--- config.mk ---
export PLATFORM = sky130hd
export DESIGN_NAME = pc_stack
export DESIGN_NICKNAME = d
export VERILOG_FILES = /design/src/rtl/pc_stack.sv
export SDC_FILE = /design/constraint.sdc
export NUM_CORES = 1
export LEC_CHECK = 0
export ABC_AREA = 1
export BUFFER_PORTS_ARGS = -buffer_cell sky130_fd_sc_hd__buf_4
export CAP_MARGIN = 20
export CELL_PAD_IN_SITES_DETAIL_PLACEMENT = 0
export CELL_PAD_IN_SITES_GLOBAL_PLACEMENT = 2
export CORE_ASPECT_RATIO = 0.9
export CORE_UTILIZATION = 34
export CTS_CLUSTER_DIAMETER = 60
export DETAILED_ROUTE_END_ITERATION = 10
export PLACE_DENSITY = 0.75
export SYNTH_ARGS = -nofsm -noshare
export SYNTH_HDL_FRONTEND = slang
export SYNTH_SLANG_ARGS = --single-unit
--- constraint.sdc ---
create_clock -name clk -period 2.7 [get_ports clk]
set_input_delay 0.27 -clock clk [delete_from_list [all_inputs] [get_ports clk]]
set_output_delay 0.27 -clock clk [all_outputs]
set_load 0.03 [all_outputs]
--- src/rtl/pc_stack.sv ---
// Hack-style program counter with a small hardware return-address stack.
// call (load+push) saves out+1 and jumps in one cycle; pop restores it.
module pc_stack #(
  parameter int WIDTH = 16,
  parameter int DEPTH = 4
) (
  input  logic                       clk,
  input  logic                       reset,
  input  logic [WIDTH-1:0]           in,
  input  logic                       load,
  input  logic                       inc,
  input  logic                       push,
  input  logic                       pop,
  output logic [WIDTH-1:0]           out,
  output logic [$clog2(DEPTH):0]     depth,
  output logic                       empty,
  output logic                       full,
  output logic                       err
);

  localparam int AW = $clog2(DEPTH);
  localparam int DW = AW + 1;

  logic [WIDTH-1:0] stack [DEPTH];
  logic [WIDTH-1:0] out_nxt;
  logic [WIDTH-1:0] ret_addr;
  logic [DW-1:0]    depth_nxt;
  logic [AW-1:0]    top_idx;
  logic             err_nxt;
  logic             do_push;

  assign ret_addr = out + WIDTH'(1);
  assign top_idx  = depth[AW-1:0] - AW'(1);

  // Priority: pop, then load (with optional push), then inc, else hold.
  always_comb begin
    out_nxt   = out;
    depth_nxt = depth;
    err_nxt   = err;
    do_push   = 1'b0;
    if (pop) begin
      if (empty) begin
        err_nxt = 1'b1;
      end else begin
        out_nxt   = stack[top_idx];
        depth_nxt = depth - DW'(1);
      end
    end else if (load) begin
      out_nxt = in;
      if (push) begin
        if (full) begin
          err_nxt = 1'b1;
        end else begin
          do_push   = 1'b1;
          depth_nxt = depth + DW'(1);
        end
      end
    end else if (inc) begin
      out_nxt = ret_addr;
    end
  end

  always_ff @(posedge clk) begin
    if (reset) begin
      out   <= '0;
      depth <= '0;
      empty <= 1'b1;
      full  <= 1'b0;
      err   <= 1'b0;
    end else begin
      out   <= out_nxt;
      depth <= depth_nxt;
      empty <= (depth_nxt == '0);
      full  <= (depth_nxt == DW'(DEPTH));
      err   <= err_nxt;
    end
  end

  // Stack contents need no reset; depth alone defines which entries are valid.
  always_ff @(posedge clk) begin
    if (!reset && do_push) begin
      stack[depth[AW-1:0]] <= ret_addr;
    end
  end

endmodule

# [Word level (Yosys, flattened, before mapping)]
# Memory sizes are Yosys's and may differ from the RTL's.
# Cells that the tools add are included.
[op_classes] addsub=4 n_mul=0 div_mod_pow=0 n_lt_le_gt_ge=0 eq_ne=3 shifts=0 mux=20 bitwise=0 reduce_logical=9
[op_table] operator="$mux W16" n=4
[op_table] operator="$add A16 B1 Y16 const B" n=1
[op_table] operator="$mux W3" n=5
[op_table] operator="$mux W1" n=11
[op_table] operator="$reduce_bool A2 Y1" n=3
[op_table] operator="$reduce_and A4 Y1" n=1
[op_table] operator="$add A3 B1 Y3 const B" n=1
[op_table] operator="$eq A3 B3 Y1 const B" n=1
[op_table] operator="$logic_not A3 Y1" n=1
[op_table] operator="$reduce_bool A3 Y1" n=1
[op_table] operator="$sub A3 B1 Y3 const B" n=1
[op_table] operator="$ne A2 B1 Y1 const B" n=1
[op_table] operator="$ne A2 B2 Y1 const B" n=1
[op_table] operator="$reduce_and A2 Y1" n=1
[op_table] operator="$sub A2 B1 Y2 const B" n=1
[op_table] operator="$logic_and A1 B1 Y1" n=1
[op_table] operator="$logic_not A1 Y1" n=1
[word_totals] regBits=22 latchBits=0 ramBits=64 rom_bits=0 in_bits=22 out_inout_bits=22 mem_count=1
[mem_list] memory="stack" depth=4 word_bits=16 rd=1 rd_clocked_by_memory_dff=0 write_ports=1 line_no="24" text="logic [WIDTH-1:0] stack [DEPTH];"

# [Depth between registers and ports, before layout]
# Gate-level depths: netlist (run 1).
[depth] word_depth=7 ltp_mapped=13 mapped_depth_nobuf=10

# [Least setup slack after synthesis (run 1)]
# OpenSTA, ideal clock, no wires.
[synth_path] kind="register to register" startpoint="register depth[0]" endpoint="memory stack[0][0] (enable)" setup_ns=0.388 arrival_time_ns=1.809 slack_ns=0.503 stages_incl_launch_ff=7 period_less_slack_ns=2.197 path_cell_list="dfxtp_1 -> buf_2 -> inv_2 -> buf_2 -> ha_1 -> inv_1 -> nor2_1"
[synth_rtl] element="from (decl)" line_no="15" text="output logic [$clog2(DEPTH):0] depth,"
[synth_rtl] element="from (signal assigned)" line_no="72" text="depth <= depth_nxt;"
[synth_rtl] element="to (decl)" line_no="24"
# No word-level cell before the write port.

# [Worst setup path in the final report (run 1)]
[layout_path] startpoint="register depth[1]" endpoint="register out[1]"
[layout_between] elab_chain_cells=4
[layout_rtl] element="$sub A2 B1 Y2" line_no="33" text="assign top_idx = depth[AW-1:0] - AW'(1);"
[layout_rtl] element="$mem_v2 Z4 W16"
[layout_rtl] element="$mux W16" line_no="42" text="if (empty) begin"
[layout_rtl] element="$mux W16" line_no="41" text="if (pop) begin"
[layout_rtl] element="to (signal assigned)" line_no="71" text="out <= out_nxt;"
[layout_rtl] element="to (decl)" line_no="14" text="output logic [WIDTH-1:0] out,"
# No other way between the ends. The select of a mux whose other input is x is not followed.
# A chain may end at the register's enable or synchronous reset.

==> flow_summary.rst, run 1 <==
.. list-table::
   :header-rows: 1

   * - Metric
     - Value
   * - Synthesized area
     - 4090 um^2
   * - Number of hold-slack violations in the final timing report
     - 0
   * - Clock share of power
     - 0.296
   * - Post-route ant nets
     - 0
   * - Power Total
     - 4.27 mW
   * - RSZ-0062 raised after global routing
     - false
   * - Cell depth of the worst flop-to-flop path
     - 7
   * - Cell chosen for the clock root
     - clkbuf_16
   * - Min-delay worst type
     - in -> reg
   * - WP data required
     - 2980 ps
   * - Post-place setup slack
     - 832 ps
   * - Mean Syn Cell Area
     - 9.14 um^2
   * - Number of library cell types mapped by synthesis
     - 32
   * - CTS-repair resized insts
     - 0
   * - Sequential element share of the synthesized area
     - 0.578
   * - Count of buffers inserted at the top-level ports
     - 43
   * - Number of design-rule violations left by the first detailed-router iteration
     - 184
   * - Flip-flop cell with the highest count after synthesis
     - edfxtp_1
   * - Run status
     - finished clean
   * - Data arrival time of the critical path
     - 2170 ps
   * - Worst setup skew after layout
     - 10.8 ps
   * - End point of the critical path
     - out[1]
   * - Overall Global Routing Usage
     - 0.177
   * - Vias in the first global route
     - 2,850
   * - Fraction of layout instances using a drive strength above 1
     - 0.167
   * - Maximum number of pins on one net before global-route repair
     - 39
   * - Wire length of the first global-routing pass
     - 16,300 um
   * - Critical Path Start
     - depth[1]
   * - Cts bufs inserted
     - 9
   * - Kind of capture point of the worst setup path
     - register
   * - Core area
     - 11,600 um^2
   * - Startpoint of the worst register-to-register path
     - depth[1]
   * - Die span in y
     - 106 um
   * - Average wire per cell in the routed design
     - 16.2 um
   * - Post-Syn Nets
     - 474
   * - Warnings from Yosys
     - 0
   * - Power density relative to cell area
     - 876 nW/um^2
   * - Routed wire length
     - 10,600 um
   * - Static leakage power
     - 1.98 nW
   * - Half-perimeter wire length after placement
     - 7240 um
   * - Number of buffers on the longest clock path
     - 2
   * - Area share of the leading cell type in the synthesized netlist
     - 0.470
   * - Total of flip-flops plus latches after synthesis
     - 86
   * - DIE WIDTH
     - 118 um
   * - Remaining global-route overflow
     - 0
   * - # IOs
     - 44
   * - CTS tree
     - yes
   * - R2R setup slack
     - 800 ps
   * - Weighted congestion at the end of routability-driven global placement
     - 0.755
   * - FP Rows
     - 37
   * - Slew headroom
     - 0.638
   * - Biggest area contributors in the synthesized netlist
     - edfxtp_1 (47%), dfxtp_1 (11%), nand2_1 (9.9%)
   * - CP max FO
     - 22
   * - Destination of the worst register-to-register timing path
     - out[1]
   * - Insertion delay of the later-clocked pin in the worst-skew pair
     - 340 ps
   * - Highest-count cells in the layout ignoring fill and taps
     - nand2_1 (108), edfxtp_1 (64), buf_4 (51)
   * - Initial cell density of the core
     - 0.353
   * - Relative contribution of combinational cells to total power
     - 0.310
   * - Setup Viol. Count Final
     - 0
   * - Number of flops mapped to enable cells by yosys
     - 64
   * - P_sw
     - 1.56 mW
   * - Number of detailed-route iterations in the first pass
     - 5
   * - F_max
     - 0.527 GHz
   * - Layout Nets
     - 518
   * - Measured slew at the worst slew-check pin
     - 539 ps
   * - Final critical-path setup slack
     - 804 ps
   * - Post-synthesis cell type with the largest combined area
     - edfxtp_1
   * - Initial antenna violation count
     - 0
   * - Die Outline Area
     - 12,500 um^2
   * - Sum Neg Setup Slack
     - 0 ps
   * - Number of clock sinks
     - 86
   * - Total setup buffers inserted after CTS
     - 0
   * - Internal Pwr Total
     - 2.71 mW
   * - Count of max-cap constraint violations
     - 0
   * - Type of the worst setup path
     - reg -> reg
   * - Clock transition at the register clock pins on the worst setup and hold paths after CTS
     - 70 ps
   * - DRC Markers
     - 0
   * - Startpoint types
     - register
   * - Post-CTS Hold Buffers
     - 0
   * - Number of instances in the synthesized netlist
     - 447
   * - Pins over their slew limit
     - 0
   * - Detailed-route vias per instance
     - 4.74
   * - Net switching share of the total power
     - 0.365
   * - Worst ir drop on vdd
     - 0.000389 V
   * - Period utilisation layout
     - 0.702
   * - Most common cell after layout, fill and taps aside
     - nand2_1
   * - Antenna fix cells
     - 0
   * - Fraction of power consumed by sequential logic
     - 0.393
   * - Routed via count
     - 3,091
   * - H-tree Lvls
     - 3
   * - Asr flop ratio synth
     - 0
   * - Layout overhead on the synthesized area
     - 19.2%
   * - Minimum clock period after layout
     - 1900 ps
## cell type report
type                            instances  area (um^2)
Clock buffer                            9          225
Multi-Input combinational cell        298         1450
Tap cell                              156          195
Inverter                               45          171
Timing Repair Buffer                   51          383
Sequential cell                        86         2360
Fill cell                            1161         6700
Clock inverter                          7         78.8
## cell families (layout without fill, tap and decap cells)
group	Yosys count	count (layout)	synth area share
AO/OA/AOI/OAI	73	73	0.0983
XOR/XNOR	7	7	0.0168
adder cells (fa/ha/maj)	5	5	0.0153
buffers and inverters	63	112	0.0659
flip-flops	86	86	0.578
AND/OR/NAND/NOR	213	213	0.225
## per-stage QoR
step	instances	hold WS, ps	utilization	cell area, um^2
2_1_floorplan	447	339	-	4090
3_3_place_gp	636	506	0.394	4570
3_5_place_dp	636	509	0.394	4570
4_1_cts	652	141	0.421	4870
5_1_grt	652	145	0.421	4870
6_report	652	154	0.421	4870
## worst min path at each step
stage,slack [ps],to,cells after the start,startpoint
floorplan,340,err,1,reset
global placement,510,err,2,full
detailed placement,510,out[0],2,reset
CTS,140,out[0],2,reset
global route,140,err,2,reset
finish,150,err,2,reset
## synthesized netlist by cell type (3+ instances only)
library cell / instances
nand2_1: 108
edfxtp_1: 64
nor2_1: 45
nand3_1: 39
inv_1: 38
a21oi_1: 24
dfxtp_1: 22
o21ai_1: 18
o21ai_0: 17
buf_2: 9
o211ai_1: 9
or2_1: 9
inv_2: 6
clkbuf_1: 5
ha_1: 5
nand4_1: 4
xnor2_1: 3
xor2_1: 3
## power by group through the flow
stage | registers, mW | logic [mW] | clock network (mW)
final | 1.68 | 1.32 | 1.26
after global routing | 1.69 | 1.47 | 1.35
after CTS | 1.68 | 1.34 | 1.29
after detailed placement | 1.70 | 1.34 | 0
after global placement | 1.70 | 1.33 | 0
after floorplan | 1.83 | 0.751 | 0
## layer usage
layer | track usage | routed length (um) | up-vias
met2 | 0.250 | 4410 | 84
met1 | 0.271 | 5400 | 1421
met4 | 0.0540 | 105 | 0
met3 | 0.0349 | 660 | 6
li1 | - | - | 1580
met5 | 0 | 0 | -
## sequential cells by signal (all words and copies together) (netlist names)
register	cells
depth	3
empty	1
err	1
full	1
out	16
stack	64
## worst max-delay path: stages (launching register included)
cell and delay (ps):
dfxtp_1 410, inv_1 90, ha_1 300, inv_2 330, o21ai_0 150, o21ai_0 280, o21ai_1 120, a21oi_1 140
Note: power is estimated with default switching activity, not from simulation.
==> run 2: changes to the inputs <==
Settings changed: ABC_AREA 1 to 0, PLACE_DENSITY 0.75 to 0.68.
Clock period 2.7 ns to 2 ns, I/O delays scaled along.
==> run 2 against run 1 <==
Against the previous run:
- register-to-register slack got worse by 640 ps
- cell area rose by 3.3%
- clock skew fell by 4.0 ps
- routed wire length rose by 1.9%
- worst setup slack got worse by 640 ps
- sequential power rose by 34%
- die area fell by 0.85%
- maximum frequency rose by 3.5%
- first-iteration DRC count rose by 51%
- utilization rose by 1.6 points
- final cell count fell by 20%
- synthesized cell count fell by 33%
- largest power group unchanged
==> flow_summary.rst, run 2 <==
.. list-table::
   :header-rows: 1

   * - Metric
     - Value
   * - Number of flops mapped to enable cells by yosys
     - 64
   * - FP Rows
     - 37
   * - Area share of the leading cell type in the synthesized netlist
     - 0.475
   * - R2R setup slack
     - 170 ps
   * - Number of hold-slack violations in the final timing report
     - 0
   * - Placed cell count
     - 507
   * - Post-CTS Hold Buffers
     - 0
   * - Number of detailed-route iterations in the first pass
     - 4
   * - Total of flip-flops plus latches after synthesis
     - 86
   * - CP max FO
     - 9
   * - Post-Syn Nets
     - 327
   * - Post-place setup slack
     - 167 ps
   * - Power Total
     - 5.71 mW
   * - F_max
     - 0.546 GHz
   * - Maximum number of pins on one net before global-route repair
     - 19
   * - Cell with the largest stage delay on the worst path
     - ha_4
   * - Layout overhead on the synthesized area
     - 24.3%
   * - Most repeated cell in the gate-level netlist after synthesis
     - edfxtp_1
   * - Net switching share of the total power
     - 0.318
   * - Highest-count cells in the layout ignoring fill and taps
     - buf_4 (65), edfxtp_1 (64), dfxtp_1 (21)
   * - Pins over their slew limit
     - 0
   * - Wire length of the first global-routing pass
     - 16,400 um
   * - Initial antenna violation count
     - 0
   * - Routed via count
     - 2,780
   * - Post-synthesis cell type with the largest combined area
     - edfxtp_1
   * - Antenna fix cells
     - 0
   * - Placed Area
     - 4740 um^2
   * - CTS tree
     - yes
   * - Flip-flop cell with the highest count after synthesis
     - edfxtp_1
   * - Most common cell after layout, fill and taps aside
     - buf_4
   * - Combined flip-flop and latch cell area
     - 2370 um^2
   * - Clock transition at the register clock pins on the worst setup and hold paths after CTS
     - 60 ps
   * - # IOs
     - 44
   * - Most common library cells after synthesis
     - edfxtp_1 (64), dfxtp_1 (22), a21oi_1 (15)
   * - Data arrival time of the critical path
     - 2080 ps
   * - Destination of the worst register-to-register timing path
     - out[9]
   * - Cell depth of the worst flop-to-flop path
     - 7
   * - Sum Neg Setup Slack
     - 0 ps
   * - Cts bufs inserted
     - 9
   * - Run status
     - finished clean
   * - Startpoint of the worst register-to-register path
     - depth[1]
   * - Number of library cell types mapped by synthesis
     - 63
   * - Number of instances in the synthesized netlist
     - 300
   * - Worst ir drop on vdd
     - 0.000451 V
   * - Post-Layout Inst Area
     - 5030 um^2
   * - Power density relative to cell area
     - 1130 nW/um^2
   * - Warnings from Yosys
     - 0
   * - Remaining global-route overflow
     - 0
   * - End point of the critical path
     - out[9]
   * - Overall Global Routing Usage
     - 0.190
   * - Largest incremental delay on the critical path
     - 390 ps
   * - Count of max-cap constraint violations
     - 0
   * - Mean Syn Cell Area
     - 13.5 um^2
   * - DIE WIDTH
     - 117 um
   * - Average wire per cell in the routed design
     - 20.6 um
   * - Slew headroom
     - 0.606
   * - DRC Markers
     - 0
   * - P_sw
     - 1.81 mW
   * - Non-filler instance count after layout
     - 523
   * - Number of clock sinks
     - 86
   * - Static leakage power
     - 1.78 nW
   * - Internal Pwr Total
     - 3.89 mW
   * - Total setup buffers inserted after CTS
     - 0
   * - Cell chosen for the clock root
     - clkbuf_16
   * - CP bufs+invs
     - 2
   * - Vias in the first global route
     - 2,748
   * - Asr flop ratio synth
     - 0
   * - Number of buffers on the longest clock path
     - 2
   * - Setup Viol. Count Final
     - 0
   * - H-tree Lvls
     - 3
   * - Kind of cell adding the most delay to the critical path
     - compound AO/OA/AOI/OAI gates
   * - Kind of capture point of the worst setup path
     - register
   * - Flip-flop count of the largest register, all copies and words added
     - 64
   * - Critical Path Start
     - depth[1]
   * - Cell Chain, Critical Path
     - inv_1 > ha_4 > buf_12 > mux4_2 > o22ai_1 > a31o_2 > a221oi_2
   * - Detailed-route vias per instance
     - 5.32
   * - Startpoint types
     - register
   * - Initial cell density of the core
     - 0.351
   * - Sequential element share of the synthesized area
     - 0.583
   * - Relative contribution of combinational cells to total power
     - 0.317
   * - Post-route ant nets
     - 0
   * - WP data required
     - 2250 ps
   * - Die Outline Area
     - 12,400 um^2
   * - Half-perimeter wire length after placement
     - 7370 um
   * - Period utilisation layout
     - 0.916
   * - Worst setup skew after layout
     - 6.84 ps
   * - Die span in y
     - 106 um
   * - Core area
     - 11,500 um^2
   * - CTS-repair resized insts
     - 0
   * - Weighted congestion at the end of routability-driven global placement
     - 0.761
   * - Fraction of layout instances using a drive strength above 1
     - 0.322
   * - Crit. path cell count
     - 7
   * - Fill cell count
     - 1,073
   * - Minimum clock period after layout
     - 1830 ps
   * - Type of the worst setup path
     - reg -> reg
   * - Area taken by multi-input logic gates
     - 1550 um^2
   * - Synthesized area
     - 4050 um^2
   * - Number of design-rule violations left by the first detailed-router iteration
     - 277
   * - Layout Nets
     - 389
   * - Count of buffers inserted at the top-level ports
     - 43
   * - Final critical-path setup slack
     - 169 ps
   * - Biggest area contributors in the synthesized netlist
     - edfxtp_1 (47%), dfxtp_1 (11%), mux4_2 (7.8%)
   * - RSZ-0062 raised after global routing
     - false
   * - Measured slew at the worst slew-check pin
     - 590 ps
   * - Routed wire length
     - 10,800 um
   * - Insertion delay of the later-clocked pin in the worst-skew pair
     - 340 ps
   * - Clock share of power
     - 0.289
   * - Min-delay worst type
     - in -> reg
   * - Fraction of power consumed by sequential logic
     - 0.395
[run 2: cell count changes in the layout (fill, tap and decap cells not counted), moves of 9 or more]
| cell | delta |
|---|---|
| nand3_1 | -30 |
| mux4_2 | +14 |
| xnor2_1 | +9 |
| inv_1 | -29 |
| a21oi_1 | -9 |
| nor2_1 | -34 |
| nand2_1 | -95 |
| buf_4 | +14 |
| o21ai_1 | -17 |
[run 2: cell families after synthesis]
group / Yosys count / synth area share
and+or+nand+nor: 73 / 0.107
adders and majority gates: 5 / 0.0154
muxes: 20 / 0.0930
DFF: 86 / 0.583
AOI/OAI and AO/OA: 71 / 0.128
buffers and inverters: 29 / 0.0386
xor gates and xnor gates: 16 / 0.0346
[run 2: layout make-up]
cell class	instances	area share
Inverter	10	0.00796
Timing Repair Buffer	70	0.117
Tap cell	156	0.0388
Sequential cell	86	0.470
Clock inverter	5	0.0119
Clock buffer	11	0.0462
Multi-Input combinational cell	185	0.308
[run 2: worst min-delay path by stage]
stage | slack (ps) | cells after the start | endpoint | from
finish | 160 | 3 | err | push
global route | 190 | 3 | err | push
CTS | 150 | 3 | err | push
detailed placement | 500 | 2 | err | full
global placement | 500 | 2 | err | full
floorplan | 360 | 2 | err | push
[run 2: tightest hold or removal path, delay by kind of cell]
family,cells,cell delay [ps]
AO/OA/AOI/OAI,1,50
buffers and inverters,1,120
AND/OR/NAND/NOR,1,80
[run 2: power groups by stage]
stage               clock network [mW]  registers (mW)  logic, mW
finish                            1.65            2.25       1.81
global route                      1.77            2.27       1.95
CTS                               1.68            2.25       1.83
detailed placement                   0            2.29       1.81
global placement                     0            2.28       1.81
floorplan                            0            2.47       1.02
[run 2: layer usage]
| metal | track usage | vias up | routed length [um] |
|---|---|---|---|
| met3 | 0.0414 | 10 | 502 |
| met4 | 0.0542 | 0 | 105 |
| li1 | - | 1312 | - |
| met1 | 0.268 | 1391 | 5140 |
| met2 | 0.291 | 67 | 5030 |
| met5 | 0 | - | 0 |
[run 2: stage by stage]
step                      hold WS, ps  utilization
final                             164        0.437
after global routing              195        0.437
after CTS                         153        0.437
after detailed placement          504        0.411
after global placement            497        0.411
after floorplan                   364            -
==> run 3: changes to the inputs <==
==> constraint.sdc (replaced) <==
create_clock -name clk -period 2 [get_ports clk]
set_input_delay 0.2 -clock clk [delete_from_list [all_inputs] [get_ports clk]]
set_output_delay 0.2 -clock clk [all_outputs]
set_load 0.02 [all_outputs]
==> run 3 against run 2 <==
Against the previous run:
- sequential share of layout area down 0.27 points
- combinational power down 7%
- utilization up 0.25 points
- maximum frequency down 1.7%
- final cell count up 0.57%
- non-clock buffer count up 3
- cell area up 0.57%
- sequential power about the same
- global-route usage down 0.59 points
- largest cell class unchanged
- worst setup slack worse by 32 ps
- critical endpoint is now out[6]
- register-to-register slack worse by 30 ps
- largest power group unchanged
==> flow_summary.rst, run 3 (synthesized netlist as in run 2, its figures left out) <==
.. list-table::
   :header-rows: 1

   * - Metric
     - Value
   * - Run status
     - finished clean
   * - CTS-repair resized insts
     - 0
   * - Kind of capture point of the worst setup path
     - register
   * - FP Rows
     - 37
   * - Weighted congestion at the end of routability-driven global placement
     - 0.778
   * - Period utilisation layout
     - 0.931
   * - Vias in the first global route
     - 2,690
   * - Count of max-cap constraint violations
     - 0
   * - Die Outline Area
     - 12,400 um^2
   * - F_max
     - 0.537 GHz
   * - Highest-count cells in the layout ignoring fill and taps
     - buf_4 (68), edfxtp_1 (64), dfxtp_1 (21)
   * - CTS tree
     - yes
   * - Die span in y
     - 106 um
   * - Routed wire length
     - 10,600 um
   * - Overall Global Routing Usage
     - 0.184
   * - Non-filler instance count after layout
     - 526
   * - Clock transition at the register clock pins on the worst setup and hold paths after CTS
     - 60 ps
   * - Cts bufs inserted
     - 9
   * - Minimum clock period after layout
     - 1860 ps
   * - CP max FO
     - 8
   * - Post-Layout Inst Area
     - 5060 um^2
   * - Half-perimeter wire length after placement
     - 7370 um
   * - WP data required
     - 2220 ps
   * - Antenna fix cells
     - 0
   * - Placed cell count
     - 507
   * - Pins over their slew limit
     - 0
   * - Routed via count
     - 2,772
   * - Worst setup skew after layout
     - 7.47 ps
   * - Fill cell count
     - 1,060
   * - Number of detailed-route iterations in the first pass
     - 4
   * - Number of buffers on the longest clock path
     - 2
   * - Number of design-rule violations left by the first detailed-router iteration
     - 263
   * - Detailed-route vias per instance
     - 5.27
   * - Layout overhead on the synthesized area
     - 25.0%
   * - Count of buffers inserted at the top-level ports
     - 43
   * - Power Total
     - 5.63 mW
   * - Static leakage power
     - 1.79 nW
   * - Number of clock sinks
     - 86
   * - Initial cell density of the core
     - 0.351
   * - Wire length of the first global-routing pass
     - 16,000 um
   * - Power density relative to cell area
     - 1110 nW/um^2
   * - Min-delay worst type
     - in -> reg
   * - # IOs
     - 44
   * - Slew headroom
     - 0.642
   * - Average wire per cell in the routed design
     - 20.2 um
   * - Layout Nets
     - 392
   * - Setup Viol. Count Final
     - 0
   * - Initial antenna violation count
     - 0
   * - Core area
     - 11,500 um^2
   * - Remaining global-route overflow
     - 0
   * - Fraction of layout instances using a drive strength above 1
     - 0.327
   * - Worst ir drop on vdd
     - 0.000513 V
   * - H-tree Lvls
     - 3
   * - DIE WIDTH
     - 117 um
   * - Sum Neg Setup Slack
     - 0 ps
   * - Data arrival time of the critical path
     - 2080 ps
   * - Flip-flop count of the largest register, all copies and words added
     - 64
   * - Most common cell after layout, fill and taps aside
     - buf_4
   * - Measured slew at the worst slew-check pin
     - 536 ps
   * - Placed Area
     - 4740 um^2
   * - RSZ-0062 raised after global routing
     - false
   * - DRC Markers
     - 0
   * - Insertion delay of the later-clocked pin in the worst-skew pair
     - 340 ps
   * - Maximum number of pins on one net before global-route repair
     - 17
   * - Startpoint types
     - register
   * - Post-route ant nets
     - 0
   * - Post-CTS Hold Buffers
     - 0
   * - Number of hold-slack violations in the final timing report
     - 0
   * - Cell chosen for the clock root
     - clkbuf_16
   * - Type of the worst setup path
     - reg -> reg
run 3: layout make-up:
| type | instances | area, um^2 | area share |
|---|---|---|---|
| flip-flops and latches | 86 | 2370 | 0.467 |
| well taps | 156 | 195 | 0.0386 |
| multi-input cells | 185 | 1550 | 0.306 |
| repair buffers | 73 | 611 | 0.121 |
| clock inverters | 5 | 58.8 | 0.0116 |
| clock buffers | 11 | 243 | 0.0480 |
| inverters | 10 | 37.5 | 0.00742 |
run 3: repair_timing:
| action | in CTS | in global routing |
|---|---|---|
| setup buffers | 0 | 3 |
| endpoints found under the setup margin | 0 | 4 |
| hold endpoints to repair | 0 | 0 |
run 3: path summary, 6_finish.rpt:
path / startpoint / slack, ps / to / cells past startpoint
max reg2reg: depth[0] / 140 / out[6] / 6
min reg2reg: full / 500 / err / 2
min: push / 150 / err / 3
max: depth[0] / 140 / out[6] / 6
run 3: report_power, final:
group | leakage, nW | switching, mW | internal [mW]
combinational | 0.881 | 0.907 | 0.783
sequential | 0.769 | 0.129 | 2.12
clock | 0.143 | 0.683 | 1.00
total | 1.79 | 1.72 | 3.91
run 3: routing by layer:
metal	vias to the layer above	wire [um]	global-route usage
met2	55	5200	0.297
met1	1392	4790	0.242
li1	1311	-	-
met3	14	471	0.0420
met5	-	0	0
met4	0	179	0.0615
run 3: through the flow:
stage / hold slack, ps / utilization / worst slack (ps)
4_1_cts: 138 / 0.437 / 132
6_report: 153 / 0.439 / 137
2_1_floorplan: 364 / - / 8.60
3_5_place_dp: 488 / 0.411 / 143
5_1_grt: 188 / 0.439 / 47.4
3_3_place_gp: 491 / 0.411 / 230
run 3: critical path: stages (launching register included):
cell and delay [ps]:
dfxtp_4 350, inv_2 70, ha_4 350, mux2_2 350, a22o_1 220, a2111oi_2 310, nor2_1 100
